$ cat src/rtl/pipe_pkg.sv
// Shared definitions for the MIPS pipeline-stage registers.
//  ST_EMPTY / ST_ONE / ST_FULL : occupancy states of a stage register
//  DEF_WIDTH / DEF_CNT_W       : default payload and stall-counter widths
package pipe_pkg;

  localparam logic [1:0] ST_EMPTY = 2'd0;
  localparam logic [1:0] ST_ONE   = 2'd1;
  localparam logic [1:0] ST_FULL  = 2'd2;  // only reachable with a skid entry

  localparam int DEF_WIDTH = 32;
  localparam int DEF_CNT_W = 16;

endpackage

$ cat src/rtl/pipe_data_reg.sv
// Load-enabled payload register with asynchronous reset to RESET_VAL.
//  clk   in  1      rising-edge clock
//  reset in  1      asynchronous, active-high; q <= RESET_VAL
//  load  in  1      capture d on the next rising edge
//  d     in  WIDTH  next value
//  q     out WIDTH  stored value
module pipe_data_reg #(
  parameter int               WIDTH     = 32,
  parameter logic [WIDTH-1:0] RESET_VAL = '0
) (
  input  logic             clk,
  input  logic             reset,
  input  logic             load,
  input  logic [WIDTH-1:0] d,
  output logic [WIDTH-1:0] q
);

  always_ff @(posedge clk or posedge reset) begin
    if (reset) begin
      q <= RESET_VAL;
    end else if (load) begin
      q <= d;
    end
  end

endmodule

$ cat src/rtl/pipe_stage_reg.sv
// Pipeline-stage register (IF/ID, ID/EX, EX/MEM, MEM/WB) with valid/ready
// handshake, synchronous flush, optional 2-entry skid buffer and a
// saturating stall-cycle counter.
//  clk         in  1      rising-edge clock
//  reset       in  1      asynchronous, active-high
//  flush       in  1      synchronous flush, discards held entries
//  clr_stats   in  1      synchronous clear of stall_count
//  in_valid    in  1      upstream payload valid
//  in_ready    out 1      stage can accept this cycle
//  in_data     in  WIDTH  upstream payload
//  out_valid   out 1      payload valid toward downstream
//  out_ready   in  1      downstream accepts
//  out_data    out WIDTH  payload, always from the main register
//  stall_count out CNT_W  cycles with out_valid & ~out_ready, saturating
module pipe_stage_reg
  import pipe_pkg::*;
#(
  parameter int               WIDTH     = DEF_WIDTH,
  parameter logic [WIDTH-1:0] RESET_VAL = '0,
  parameter int               SKID      = 1,
  parameter int               CNT_W     = DEF_CNT_W
) (
  input  logic             clk,
  input  logic             reset,
  input  logic             flush,
  input  logic             clr_stats,
  input  logic             in_valid,
  output logic             in_ready,
  input  logic [WIDTH-1:0] in_data,
  output logic             out_valid,
  input  logic             out_ready,
  output logic [WIDTH-1:0] out_data,
  output logic [CNT_W-1:0] stall_count
);

  function automatic logic [CNT_W-1:0] satInc(input logic [CNT_W-1:0] v);
    return (&v) ? v : v + 1'b1;
  endfunction

  logic [1:0]       state;
  logic [1:0]       nextState;
  logic             outValidInt;
  logic             inReadyInt;
  logic             inFire;
  logic             outFire;
  logic             mainLoad;
  logic             skidLoad;
  logic [WIDTH-1:0] mainD;
  logic [WIDTH-1:0] mainQ;
  logic [WIDTH-1:0] skidQ;
  logic [CNT_W-1:0] stallCnt;

  assign outValidInt = (state != ST_EMPTY);

  // With a skid entry, in_ready depends only on registered state (plus the
  // flush/reset gates), never on out_ready.
  generate
    if (SKID != 0) begin : gReadySkid
      assign inReadyInt = (state != ST_FULL) & ~flush & ~reset;
    end else begin : gReadyPass
      assign inReadyInt = (~outValidInt | out_ready) & ~flush & ~reset;
    end
  endgenerate

  assign inFire  = in_valid & inReadyInt;
  assign outFire = outValidInt & out_ready;

  always_comb begin
    nextState = state;
    mainLoad  = 1'b0;
    skidLoad  = 1'b0;
    mainD     = in_data;
    if (flush) begin
      // in_ready is low, so nothing is loaded; data registers keep contents.
      nextState = ST_EMPTY;
    end else begin
      case (state)
        ST_EMPTY: begin
          if (inFire) begin
            nextState = ST_ONE;
            mainLoad  = 1'b1;
          end
        end
        ST_ONE: begin
          if (inFire && outFire) begin
            mainLoad = 1'b1;
          end else if (inFire) begin
            // Without a skid entry this branch cannot occur: in_ready while
            // valid implies out_ready, so inFire implies outFire.
            nextState = ST_FULL;
            skidLoad  = 1'b1;
          end else if (outFire) begin
            nextState = ST_EMPTY;
          end
        end
        ST_FULL: begin
          if (outFire) begin
            nextState = ST_ONE;
            mainLoad  = 1'b1;
            mainD     = skidQ;
          end
        end
        default: nextState = ST_EMPTY;
      endcase
    end
  end

  // Stage boundary: occupancy state
  always_ff @(posedge clk or posedge reset) begin
    if (reset) begin
      state <= ST_EMPTY;
    end else begin
      state <= nextState;
    end
  end

  // Stage boundary: payload registers
  pipe_data_reg #(
    .WIDTH     (WIDTH),
    .RESET_VAL (RESET_VAL)
  ) uMain (
    .clk   (clk),
    .reset (reset),
    .load  (mainLoad),
    .d     (mainD),
    .q     (mainQ)
  );

  generate
    if (SKID != 0) begin : gSkid
      pipe_data_reg #(
        .WIDTH     (WIDTH),
        .RESET_VAL (RESET_VAL)
      ) uSkid (
        .clk   (clk),
        .reset (reset),
        .load  (skidLoad),
        .d     (in_data),
        .q     (skidQ)
      );
    end else begin : gNoSkid
      assign skidQ = RESET_VAL;
    end
  endgenerate

  // Stage boundary: stall statistics
  always_ff @(posedge clk or posedge reset) begin
    if (reset) begin
      stallCnt <= '0;
    end else if (clr_stats) begin
      stallCnt <= '0;
    end else if (outValidInt && !out_ready) begin
      stallCnt <= satInc(stallCnt);
    end
  end

  assign in_ready    = inReadyInt;
  assign out_valid   = outValidInt;
  assign out_data    = mainQ;
  assign stall_count = stallCnt;

endmodule

$ cat config.mk
export PLATFORM = sky130hd
export DESIGN_NAME = pipe_stage_reg
export DESIGN_NICKNAME = d
export VERILOG_FILES = /design/src/rtl/pipe_pkg.sv /design/src/rtl/pipe_data_reg.sv /design/src/rtl/pipe_stage_reg.sv
export SDC_FILE = /design/constraint.sdc
export NUM_CORES = 1
export LEC_CHECK = 0
export BUFFER_PORTS_ARGS = -buffer_cell sky130_fd_sc_hd__buf_4
export CORE_MARGIN = 3
export CORE_UTILIZATION = 25
export DETAILED_ROUTE_END_ITERATION = 7
export HOLD_SLACK_MARGIN = 0.12
export SLEW_MARGIN = 15
export SYNTH_ARGS = -nofsm -noshare
export SYNTH_HDL_FRONTEND = slang
export SYNTH_SLANG_ARGS = --single-unit
$ cat constraint.sdc
create_clock -name clk -period 2.9 [get_ports clk]
set_input_delay 0.145 -clock clk [delete_from_list [all_inputs] [get_ports clk]]
set_output_delay 0.145 -clock clk [all_outputs]
set_load 0.05 [all_outputs]
==> results.sh <==
export IMPL_status="finished, final reports clean"
export IMPL_fmax_mhz=467
export IMPL_synthCells=290
export IMPL_period_share_pct=73.9
export IMPL_cts_root_buf="clkbuf_16"
export IMPL_drive_above_1_share_pct=51.6
export IMPL_ys_ff_latch=82
export IMPL_antenna_found_initial=0
export IMPL_cp_arrival_ps=2370
export IMPL_cts_max_path_buffers=2
export IMPL_io_buffer_count=87
export IMPL_vias=2743
export IMPL_numCtsBuffers=9
export IMPL_ys_seq_area_share_pct=49.9
export IMPL_clk_pin_slew_ps=60
export IMPL_setup_tns_ps=0
export IMPL_synth_area_mm2=0.00411
export IMPL_pwr_share_comb_pct=27.6
export IMPL_ir_worst_vdd_mv=0.323
export IMPL_n_fill_cell=1577
export IMPL_grt_pass1_vias=2911
export IMPL_p_leak_nw=2.59
export IMPL_synth_avg_cell_area_um2=14.2
export IMPL_die_h_um=134
export IMPL_switchingPower_mw=1.17
export IMPL_totalWireLength_um=9190
export IMPL_grt_pass1_wl_um=15100
export IMPL_rsz0062_at_grt="false"
export IMPL_wl_per_cell_um=14.5
export IMPL_dieArea_mm2=0.0180
export IMPL_endpoint_kind="register"
export IMPL_fp_dieW_um=134
export IMPL_critPathRequiredTime_ps=3130
export IMPL_gp_congestion=0.721
export IMPL_cts_sinks=82
export IMPL_synthArstFlopShare_pct=100
export IMPL_antenna_cells=0
export IMPL_ant_nets=0
export IMPL_cts_resized=0
export IMPL_syn_nets=329
export IMPL_drc_errors=0
export IMPL_ys_types=37
export IMPL_initial_core_util_pct=25.7
export IMPL_grt_max_degree=47
export IMPL_core_region_area_mm2=0.0160
export IMPL_switching_share_pct=31.2
export IMPL_gr_usage_all_layers_pct=10.6
export IMPL_period_minus_slack_ps=2140
export IMPL_cts_tree="yes"
export IMPL_startpoint_type="register"
export IMPL_ys_flop_type="dfrtp_1"
export IMPL_worstHoldPathType="in2reg"
export IMPL_intPower_mw=2.58
export IMPL_syn2layout_area_growth_pct=37.7
export IMPL_relSlewSlack_pct=54.3
export IMPL_maxSlewViolCount=0
export IMPL_gr_total_overflow=0
export IMPL_clkLatencyLatePin_ps=350
export IMPL_dp_hpwl_um=6250
export IMPL_io_pins=88
export IMPL_cap_violations=0
export IMPL_synth_edf_count=0
export IMPL_drt_first_iter_violations=140
export IMPL_rows=46
export IMPL_setup_violations=0
export IMPL_pwr_share_clk_pct=33.6
export IMPL_drt_pass1_iterations=4
export IMPL_crit_type="reg2reg"
export IMPL_p_per_area_mw_per_mm2=661
export IMPL_vias_per_cell=4.32
export IMPL_tightestPinTransition_ps=684
export IMPL_nNetsFinal=453
export IMPL_pwr_share_seq_pct=38.8
export IMPL_yosys_warnings=0
export IMPL_holdWs_ps=265
export IMPL_htree_levels=3
export IMPL_hold_viol=0
export IMPL_finalClockSkew_ps=7.75
export IMPL_critPathMaxFanout=22
cell type report:
class                   count  area, um^2  share of cell area (%)
repair buffers            129        1080                    19.1
clock buffers              10         239                    4.22
multi-input cells         189        1920                    33.8
flip-flops and latches     82        2050                    36.2
well taps                 216         270                    4.77
inverters                   3        12.5                   0.221
clock inverters             6        88.8                    1.57
stage by stage:
stage / util (%) / setup slack, ps / std cells / power (mW) / area (um^2)
2_1_floorplan: - / 647 / 290 / 2.17 / 4110
3_3_place_gp: 31.1 / 792 / 583 / 2.46 / 4970
3_5_place_dp: 31.1 / 757 / 583 / 2.48 / 4970
4_1_cts: 35.4 / 743 / 635 / 3.80 / 5660
5_1_grt: 35.4 / 671 / 635 / 3.92 / 5660
6_report: 35.4 / 757 / 635 / 3.74 / 5660
synthesized netlist by cell type, types with 2 or more instances:
cell type   n  share of area, %
dfrtp_1    82                50
mux2_4     60                22
mux2_2     39                11
a21oi_1    14               1.7
buf_6       9               2.5
o31ai_1     9               1.6
or4_1       9               1.6
nand2_1     8              0.73
nand3_1     7              0.85
o21ai_0     5              0.61
buf_2       4              0.49
nor2_1      4              0.37
or3_1       4              0.61
and3_1      3              0.46
and4_1      3              0.64
inv_1       3              0.27
nor2b_1     3              0.46
clkbuf_1    2              0.18
nand2b_1    2              0.30
nand4_1     2              0.30
nor3_1      2              0.24
timing repair:
action                                 CTS  global route
setup buffers                            0             0
endpoints found under the hold margin   82             0
hold buffers                            36             0
layer usage:
layer  vias to the layer above  global-route usage, %  wire length, um
met4                         0                   5.54              200
met3                        11                   2.93              499
met2                        56                   17.5             4500
met1                      1351                   12.6             3980
met5                         -                      0                0
li1                       1325                      -                -
kinds of logic after synthesis:
group / after synthesis / synth area share, %
buffers and inverters: 19 / 3.50
AO/OA/AOI/OAI: 33 / 5.30
adder cells (fa/ha/maj): 1 / 0.304
multiplexers: 100 / 32.8
AND/OR/NAND/NOR: 55 / 8.16
flip-flops: 82 / 49.9
state kept, by name, summed over array words and instances, names as in the netlist:
| name | flops |
|---|---|
| gSkid.uSkid.q | 32 |
| stall_count | 16 |
| state | 2 |
| uMain.q | 32 |
power by group through the flow:
stage | clock network (mW) | registers [mW] | logic, mW
detailed placement | 0 | 1.47 | 1.01
global route | 1.36 | 1.48 | 1.08
floorplan | 0 | 1.83 | 0.335
finish | 1.26 | 1.45 | 1.03
CTS | 1.29 | 1.46 | 1.05
global placement | 0 | 1.47 | 0.993
placed cells by master (no fill, tap or decap), drive strengths merged:
| cell type | Yosys | final |
|---|---|---|
| nand2b | 2 | 2 |
| dfrtp | 82 | 82 |
| clkinvlp | 0 | 2 |
| bufinv | 0 | 2 |
| a211o | 1 | 1 |
| and4 | 4 | 4 |
| and2 | 1 | 1 |
| clkinv | 0 | 2 |
| nand2 | 8 | 8 |
| nor4 | 1 | 1 |
| clkbuf | 2 | 10 |
| o21ba | 1 | 1 |
| nand3 | 7 | 7 |
| or4 | 9 | 9 |
| or2 | 1 | 1 |
| and3b | 1 | 1 |
| mux2i | 1 | 1 |
| or3 | 4 | 4 |
| o21ai | 5 | 5 |
| buf | 14 | 93 |
| a21oi | 15 | 15 |
| nor2b | 4 | 4 |
| ha | 1 | 1 |
| o41ai | 1 | 1 |
| nor3 | 2 | 2 |
| nor2 | 4 | 4 |
| nand4b | 1 | 1 |
| dlygate4sd3 | 0 | 36 |
| o31ai | 9 | 9 |
| and3 | 3 | 3 |
| o21bai | 1 | 1 |
| mux2 | 99 | 99 |
| nand4 | 2 | 2 |
| inv | 3 | 3 |
| nor3b | 1 | 1 |
path summary, 6_finish.rpt:
kind | slack, ps | startpoint | cells past startpoint | to
min in group asynchronous | 470 | reset | 3 | uMain.q[7]
max in group asynchronous | 1750 | reset | 4 | gSkid.uSkid.q[20]
worst min register to register | 500 | gSkid.uSkid.q[31] | 1 | gSkid.uSkid.q[31]
worst max register to register | 760 | state[1] | 5 | uMain.q[31]
worst max-delay path | 760 | state[1] | 5 | uMain.q[31]
worst min-delay path | 260 | in_valid | 5 | state[0]
critical path, stage by stage, from the launching register on:
cell	delay, ps
dfrtp_1	450
nor2b_2	230
and3b_2	460
buf_12	260
mux2_2	350
mux2_2	260
(Power assumes the default switching activity.)
